`config.mk`:
```
export PLATFORM = sky130hd
export DESIGN_NAME = mux_arb_nch_flat
export DESIGN_NICKNAME = d
export VERILOG_FILES = /design/src/rtl/mux_arb_nch_if.sv /design/src/rtl/mux_arb_nch.sv /design/src/flat_wrapper.sv
export SDC_FILE = /design/constraint.sdc
export NUM_CORES = 1
export LEC_CHECK = 0
export CAP_MARGIN = 0
export CORE_UTILIZATION = 30
export DETAILED_ROUTE_END_ITERATION = 16
export GPL_ROUTABILITY_DRIVEN = 1
export HOLD_SLACK_MARGIN = 0.15
export PLACE_DENSITY_LB_ADDON = 0.2
export RECOVER_POWER = 25
export SYNTH_ARGS = -nofsm -noshare
export SYNTH_HDL_FRONTEND = slang
export SYNTH_SLANG_ARGS = --single-unit
```
`constraint.sdc`:
```
create_clock -name clk -period 3.3 [get_ports clk]
set_input_delay 0.495 -clock clk [delete_from_list [all_inputs] [get_ports clk]]
set_output_delay 0.495 -clock clk [all_outputs]
set_load 0.02 [all_outputs]
```
`src/rtl/mux_arb_nch_if.sv`:
```
// ---------------------------------------------------------------------------
// mux_arb_nch_if
//
// Handshake/bus bundle for mux_arb_nch: NCH valid/ready input channels of
// WIDTH bits each, the select/arbitration controls, and one valid/ready
// output channel that carries the selected word plus its source index.
//
// Signals:
//   in_data   [NCH*WIDTH]  channel i occupies bits [i*WIDTH +: WIDTH]
//   in_valid  [NCH]        channel i presents a word
//   in_ready  [NCH]        channel i word accepted this cycle
//   mode                   0 = explicit select, 1 = arbitrate
//   sel       [SELW]       channel index used when mode = 0
//   out_data  [WIDTH]      registered selected word
//   out_ch    [SELW]       registered index of the producing channel
//   out_valid              out_data/out_ch hold a word
//   out_ready              downstream accepts the output word
//
// Modports:
//   master - the environment (sources and sink) around the mux
//   slave  - the mux itself
// ---------------------------------------------------------------------------
interface mux_arb_nch_if #(
    parameter int WIDTH = 16,
    parameter int NCH   = 8,
    parameter int SELW  = 3
);
    logic [NCH*WIDTH-1:0] in_data;
    logic [NCH-1:0]       in_valid;
    logic [NCH-1:0]       in_ready;
    logic                 mode;
    logic [SELW-1:0]      sel;
    logic [WIDTH-1:0]     out_data;
    logic [SELW-1:0]      out_ch;
    logic                 out_valid;
    logic                 out_ready;

    modport master (
        output in_data, in_valid, mode, sel, out_ready,
        input  in_ready, out_data, out_ch, out_valid
    );

    modport slave (
        input  in_data, in_valid, mode, sel, out_ready,
        output in_ready, out_data, out_ch, out_valid
    );
endinterface

```
`src/rtl/mux_arb_nch.sv`:
```
// ---------------------------------------------------------------------------
// mux_arb_nch
//
// N-channel, WIDTH-bit registered multiplexer with valid/ready handshaking.
// Each cycle at most one input channel is chosen, either by explicit select
// (mode = 0) or by arbitration among valid channels (mode = 1), and its word
// is captured into a single output register stage together with its index.
//
// Ports:
//   clk    rising-edge clock
//   rst_n  asynchronous active-low reset
//   bus    mux_arb_nch_if.slave (in_data/in_valid/in_ready, mode, sel,
//          out_data/out_ch/out_valid/out_ready)
//
// Configuration macro:
//   MUX_ARB_NCH_RR_EN  defined   -> mode = 1 is round-robin from an internal
//                                   pointer that moves past each accepted
//                                   channel (in either mode).
//                      undefined -> mode = 1 is fixed priority, lowest valid
//                                   index wins; no pointer exists.
// ---------------------------------------------------------------------------
module mux_arb_nch #(
    parameter int WIDTH = 16,
    parameter int NCH   = 8,
    parameter int SELW  = 3
) (
    input  logic         clk,
    input  logic         rst_n,
    mux_arb_nch_if.slave bus
);

    logic [WIDTH-1:0] out_data_q, out_data_d;
    logic [SELW-1:0]  out_ch_q, out_ch_d;
    logic             out_valid_q, out_valid_d;

    logic             load_en;
    logic             found;
    logic [SELW-1:0]  chosen;
    logic [WIDTH-1:0] chosen_word;
    logic [NCH-1:0]   chosen_onehot;
    logic             accept;

`ifdef MUX_ARB_NCH_RR_EN
    logic [SELW-1:0]  ptr_q, ptr_d;
`endif

    // The register may take a new word when empty or when it drains this cycle.
    assign load_en = !out_valid_q || bus.out_ready;
    assign accept  = load_en && found;

    // Channel selection. All loops use constant indices so that an
    // out-of-range sel (non-power-of-2 NCH) simply matches nothing.
    always_comb begin
        // NOTE: every output of this block gets a default before any branch,
        // otherwise paths that leave it unassigned would infer a latch.
        found         = 1'b0;
        chosen        = '0;
        chosen_word   = '0;
        chosen_onehot = '0;
        if (!bus.mode) begin
            for (int i = 0; i < NCH; i++) begin
                if (int'(bus.sel) == i && bus.in_valid[i]) begin
                    found            = 1'b1;
                    chosen           = SELW'(i);
                    chosen_word      = bus.in_data[i*WIDTH +: WIDTH];
                    chosen_onehot[i] = 1'b1;
                end
            end
        end else begin
`ifdef MUX_ARB_NCH_RR_EN
            // Rotated search as two passes: ptr..NCH-1, then 0..ptr-1.
            for (int i = 0; i < NCH; i++) begin
                if (!found && i >= int'(ptr_q) && bus.in_valid[i]) begin
                    found            = 1'b1;
                    chosen           = SELW'(i);
                    chosen_word      = bus.in_data[i*WIDTH +: WIDTH];
                    chosen_onehot[i] = 1'b1;
                end
            end
            for (int i = 0; i < NCH; i++) begin
                if (!found && i < int'(ptr_q) && bus.in_valid[i]) begin
                    found            = 1'b1;
                    chosen           = SELW'(i);
                    chosen_word      = bus.in_data[i*WIDTH +: WIDTH];
                    chosen_onehot[i] = 1'b1;
                end
            end
`else
            for (int i = 0; i < NCH; i++) begin
                if (!found && bus.in_valid[i]) begin
                    found            = 1'b1;
                    chosen           = SELW'(i);
                    chosen_word      = bus.in_data[i*WIDTH +: WIDTH];
                    chosen_onehot[i] = 1'b1;
                end
            end
`endif
        end
    end

    assign bus.in_ready = load_en ? chosen_onehot : '0;

    // Next-state for the output register stage.
    always_comb begin
        out_data_d  = out_data_q;
        out_ch_d    = out_ch_q;
        out_valid_d = out_valid_q;
        if (accept) begin
            out_data_d  = chosen_word;
            out_ch_d    = chosen;
            out_valid_d = 1'b1;
        end else if (bus.out_ready) begin
            out_valid_d = 1'b0;
        end
    end

`ifdef MUX_ARB_NCH_RR_EN
    // Pointer moves just past the accepted channel; explicit wrap handles
    // non-power-of-2 NCH.
    always_comb begin
        ptr_d = ptr_q;
        if (accept) begin
            ptr_d = (chosen == SELW'(NCH - 1)) ? '0 : chosen + SELW'(1);
        end
    end
`endif

    always_ff @(posedge clk or negedge rst_n) begin
        // NOTE: state flops use non-blocking assignments so every flop samples
        // the pre-edge values regardless of statement order.
        if (!rst_n) begin
            out_data_q  <= '0;
            out_ch_q    <= '0;
            out_valid_q <= 1'b0;
`ifdef MUX_ARB_NCH_RR_EN
            ptr_q       <= '0;
`endif
        end else begin
            out_data_q  <= out_data_d;
            out_ch_q    <= out_ch_d;
            out_valid_q <= out_valid_d;
`ifdef MUX_ARB_NCH_RR_EN
            ptr_q       <= ptr_d;
`endif
        end
    end

    assign bus.out_data  = out_data_q;
    assign bus.out_ch    = out_ch_q;
    assign bus.out_valid = out_valid_q;

endmodule

```
`src/flat_wrapper.sv`:
```
// flat-port wrapper written by rule: the top's interface ports become plain ports
module mux_arb_nch_flat 
#(
    parameter int WIDTH = 16,
    parameter int NCH   = 8,
    parameter int SELW  = 3
)
  (clk, rst_n, bus_in_data, bus_in_valid, bus_mode, bus_sel, bus_out_ready, bus_in_ready, bus_out_data, bus_out_ch, bus_out_valid);
  mux_arb_nch_if #(.WIDTH(WIDTH), .NCH(NCH), .SELW(SELW)) bus_i ();
  input  logic clk;
  input  logic rst_n;
  input wire logic [$bits(bus_i.in_data)-1:0] bus_in_data;
  input wire logic [$bits(bus_i.in_valid)-1:0] bus_in_valid;
  input wire logic [$bits(bus_i.mode)-1:0] bus_mode;
  input wire logic [$bits(bus_i.sel)-1:0] bus_sel;
  input wire logic [$bits(bus_i.out_ready)-1:0] bus_out_ready;
  output wire logic [$bits(bus_i.in_ready)-1:0] bus_in_ready;
  output wire logic [$bits(bus_i.out_data)-1:0] bus_out_data;
  output wire logic [$bits(bus_i.out_ch)-1:0] bus_out_ch;
  output wire logic [$bits(bus_i.out_valid)-1:0] bus_out_valid;
  assign bus_i.in_data = bus_in_data;
  assign bus_i.in_valid = bus_in_valid;
  assign bus_i.mode = bus_mode;
  assign bus_i.sel = bus_sel;
  assign bus_i.out_ready = bus_out_ready;
  assign bus_in_ready = bus_i.in_ready;
  assign bus_out_data = bus_i.out_data;
  assign bus_out_ch = bus_i.out_ch;
  assign bus_out_valid = bus_i.out_valid;
  mux_arb_nch #(.WIDTH(WIDTH), .NCH(NCH), .SELW(SELW)) u_core (.clk(clk), .rst_n(rst_n), .bus(bus_i));
endmodule
```
==> metrics.md <==
| Metric | Value |
|---|---|
| Vias | 4970 |
| Max stage delay on crit path | 0.73 ns |
| Crit path max-delay cell type | a2111oi_1 |
| TritonCTS Buffers | 3 |
| Clock tree sinks | 20 |
| Syn Nets | 671 |
| N_diodes | 0 |
| RSZ-0062 raised after global routing | false |
| Clock root cell | clkbuf_16 |
| Antenna violations before repair | 0 |
| WP buf/inv | 3 |
| Kind of critical path | input port to flip-flop |
| Die Width | 113 µm |
| Clock latency on the worst-skew pair | 0.25 ns |
| Post-synthesis sequential area ratio | 13.4% |
| NumNets Final | 830 |
| Crit path DAT | 3.27 ns |
| Ys flop type | dfrtp_1 |
| Slew headroom | 38.9% |
| Cells after Synth | 528 |
| Htree depth | 1 |
| Post-synth EDFFs | 0 |
| Final Wtd Congestion | 0.885 |
| Setup bufs post-CTS | 0 |
| Die area | 0.0129 mm² |
| Critical path data required time | 3.44 ns |
| Critical path cell sequence | clkdlybuf4s50_1 > buf_4 > nand3b_1 > o221ai_1 > a21oi_1 > a2111oi_1 > buf_4 > o31ai_1 |
| Fmax | 319 MHz |
| Status | finished clean |
| R2r setup slk | 1.83 ns |
| Worst-Margin Slew | 0.913 ns |
| FFs w/ async S/R, synth | 100% |
| VDD IR max | 0.165 mV |
| Synth Cell Area | 0.00372 mm² |
| HP Class | flip-flop to flip-flop |
| Total core area | 0.0121 mm² |
| # DRC | 0 |
| Final WL | 17000 µm |
| Vias in the first global route | 4708 |
| #FFs+latches synth | 20 |
| First-pass GRT wire length | 26200 µm |
| CTS tree | yes |
| Layout area overhead | 55.5% |
| Vias per cell | 5.82 |
| Setup TNS Final | 0 ns |
| Max clock buf depth | 2 |
| Clock slew at reported path FFs | 0.06 ns |
| Layout Skew | 0.00292 ns |
| Post-route cell area | 0.00579 mm² |
| ANT nets after route | 0 |
| Leading area contributor after synthesis | dfrtp_1 |
| Crit-path most repeated cell | buf_4 |
| # setup viols final | 0 |
| Ports | 171 |
| Max-slew violation count | 0 |
| Netlist cell types | 70 |
| Largest net degree at the start of global routing | 51 |
| Die height | 113 µm |
| DP Area | 0.00568 mm² |
| Routed length per instance | 19.9 µm |
| Final hold viol count | 0 |
| Hold slack final | 0.472 ns |
| Static Leakage | 2.23 nW |
| Tcrit/Tclk final | 95.0% |
| Port Buf Inserts | 170 |
| Overflow after GRT | 0 |
| Synth top area share | 13.4% |
| Standard-cell rows | 40 |
| DRT iter0 DRCs | 603 |
| Worst Path Max Fanout | 14 |
| Gr usage total | 26.0% |
| Initial Util | 30.9% |
| CP Launch Type | input port |
| Worst Setup End Kind | flip-flop |
| Detailed Routing Iterations Pass 1 | 6 |
| Yosys warnings | 0 |
| Layout cells sized above 1 | 10.2% |
| Max Cap Viol | 0 |
| Worst path top cell family by delay | buffers and inverters |
| Fin crit period | 3.14 ns |
| Filler cells | 1186 |
| Syn avg cell area | 7.05 µm² |
| Synth area leaders | dfrtp_1 13%, nand2_1 6.2%, a21oi_1 6.1% |
| P per Cell Area | 257 mW/mm² |
| Dpl hpwl | 13300 µm |
[power by group]
part	switching (mW)	internal (mW)
registers	0.0256	0.293
logic	0.411	0.422
clock network	0.0931	0.241
[sequential cells by signal, indices dropped and copies added (netlist names)]
register	count
u_core.bus.out_data	16
u_core.bus.out_ch	3
u_core.bus.out_valid	1
[per-layer routing]
metal  track usage, %  share of wire, %  vias up
met1             36.4                46     2331
met5                0                 0        -
met4             5.53               1.3        0
met2             42.0                44      294
met3             4.14               9.2       16
li1                 -                 -     2329
[cells in the mapped netlist (2+ instances only)]
cell type  number
o21bai_1        2
nor4_1          8
buf_6           4
buf_1           5
a32oi_1         7
inv_1          20
o221ai_1       14
a32o_1          3
nor3_1          2
or2_1           2
o311ai_0        5
dfrtp_1        20
nand3_1        12
and2_1         16
a22o_1          9
o22ai_1         7
mux4_2          5
a31oi_1        12
clkbuf_1       24
a22oi_1         3
nor2b_1         9
a2111oi_0       2
and3b_1         6
nand2b_1       15
mux2_2          3
o21ai_0        18
a2111oi_2       4
nand3b_1       24
a211oi_1        7
and3_1          3
a221oi_1       12
a21oi_1        45
o211ai_1        3
buf_2          21
a21o_1         11
o21ai_1         4
o31ai_1        27
nand2_1        61
nor2_1         36
mux2i_1         5
buf_4           3
[through the flow]
stage               power [mW]  std cells  util (%)  worst slack (ns)
global route              1.56        854      48.0             0.123
floorplan                0.720        528         -             0.745
global placement          1.14        850      47.1           -0.0912
finish                    1.48        854      48.0             0.165
CTS                       1.49        854      48.0             0.114
detailed placement        1.14        850      47.1            -0.142
[layout by cell type (no fill, tap or decap), types with 7 or more instances in the layout]
cell | synthesis | routed
dfrtp_1 | 20 | 20
nand3_1 | 12 | 12
nand2_1 | 61 | 61
o31ai_1 | 27 | 27
nor2_1 | 36 | 36
a21oi_1 | 45 | 45
a31oi_1 | 12 | 12
a211oi_1 | 7 | 7
o21ai_0 | 18 | 18
clkdlybuf4s50_1 | 0 | 168
and2_1 | 16 | 16
a21o_1 | 11 | 11
nand2b_1 | 15 | 15
inv_1 | 20 | 20
o221ai_1 | 14 | 14
a22o_1 | 9 | 9
o22ai_1 | 7 | 7
a221oi_1 | 12 | 12
nor2b_1 | 9 | 9
buf_4 | 3 | 41
nor4_1 | 8 | 8
a32oi_1 | 7 | 7
nand3b_1 | 24 | 24
[what timing repair did]
| action | CTS | global route |
|---|---|---|
| endpoints found under the setup margin | 0 | 1 |
| resized for setup | 0 | 1 |
| hold buffers | 0 | 0 |
[path summary, 6_finish.rpt]
| check | start | to | cells after the start |
|---|---|---|---|
| worst max register to register | u_core.bus.out_valid | u_core.bus.out_data[1] | 4 |
| min in group asynchronous | rst_n | u_core.bus.out_data[9] | 1 |
| worst min register to register | u_core.bus.out_data[0] | u_core.bus.out_data[0] | 2 |
| worst min-delay path | u_core.bus.out_data[0] | u_core.bus.out_data[0] | 2 |
| max in group asynchronous | rst_n | u_core.bus.out_data[15] | 1 |
| worst max-delay path | bus_sel[1] | u_core.bus.out_data[10] | 8 |
[worst register-to-register path: stages, from the launching register on]
cell and delay [ns]:
dfrtp_1 0.39, nand2b_1 0.29, o311ai_4 0.18, buf_4 0.23
o31ai_1 0.27
[logic make-up (layout without fill, tap and decap cells)]
kind of cell | Yosys count | in the layout | synth area share, %
AOI/OAI and AO/OA | 210 | 210 | 41.2
and+or+nand+nor | 205 | 205 | 30.1
buffers and inverters | 80 | 238 | 9.92
DFF | 20 | 20 | 13.4
muxes | 13 | 13 | 5.28
[layout make-up]
cell class	instances	area, µm²	share of cell area [%]
timing repair buffer	212	2020	35.0
inverter	22	82.6	1.43
clock inverter	1	30.0	0.519
tap	168	210	3.63
multi-input combinational	428	2860	49.5
clock buffer	3	75.1	1.30
sequential	20	500	8.65
(Power assumes the default switching activity.)
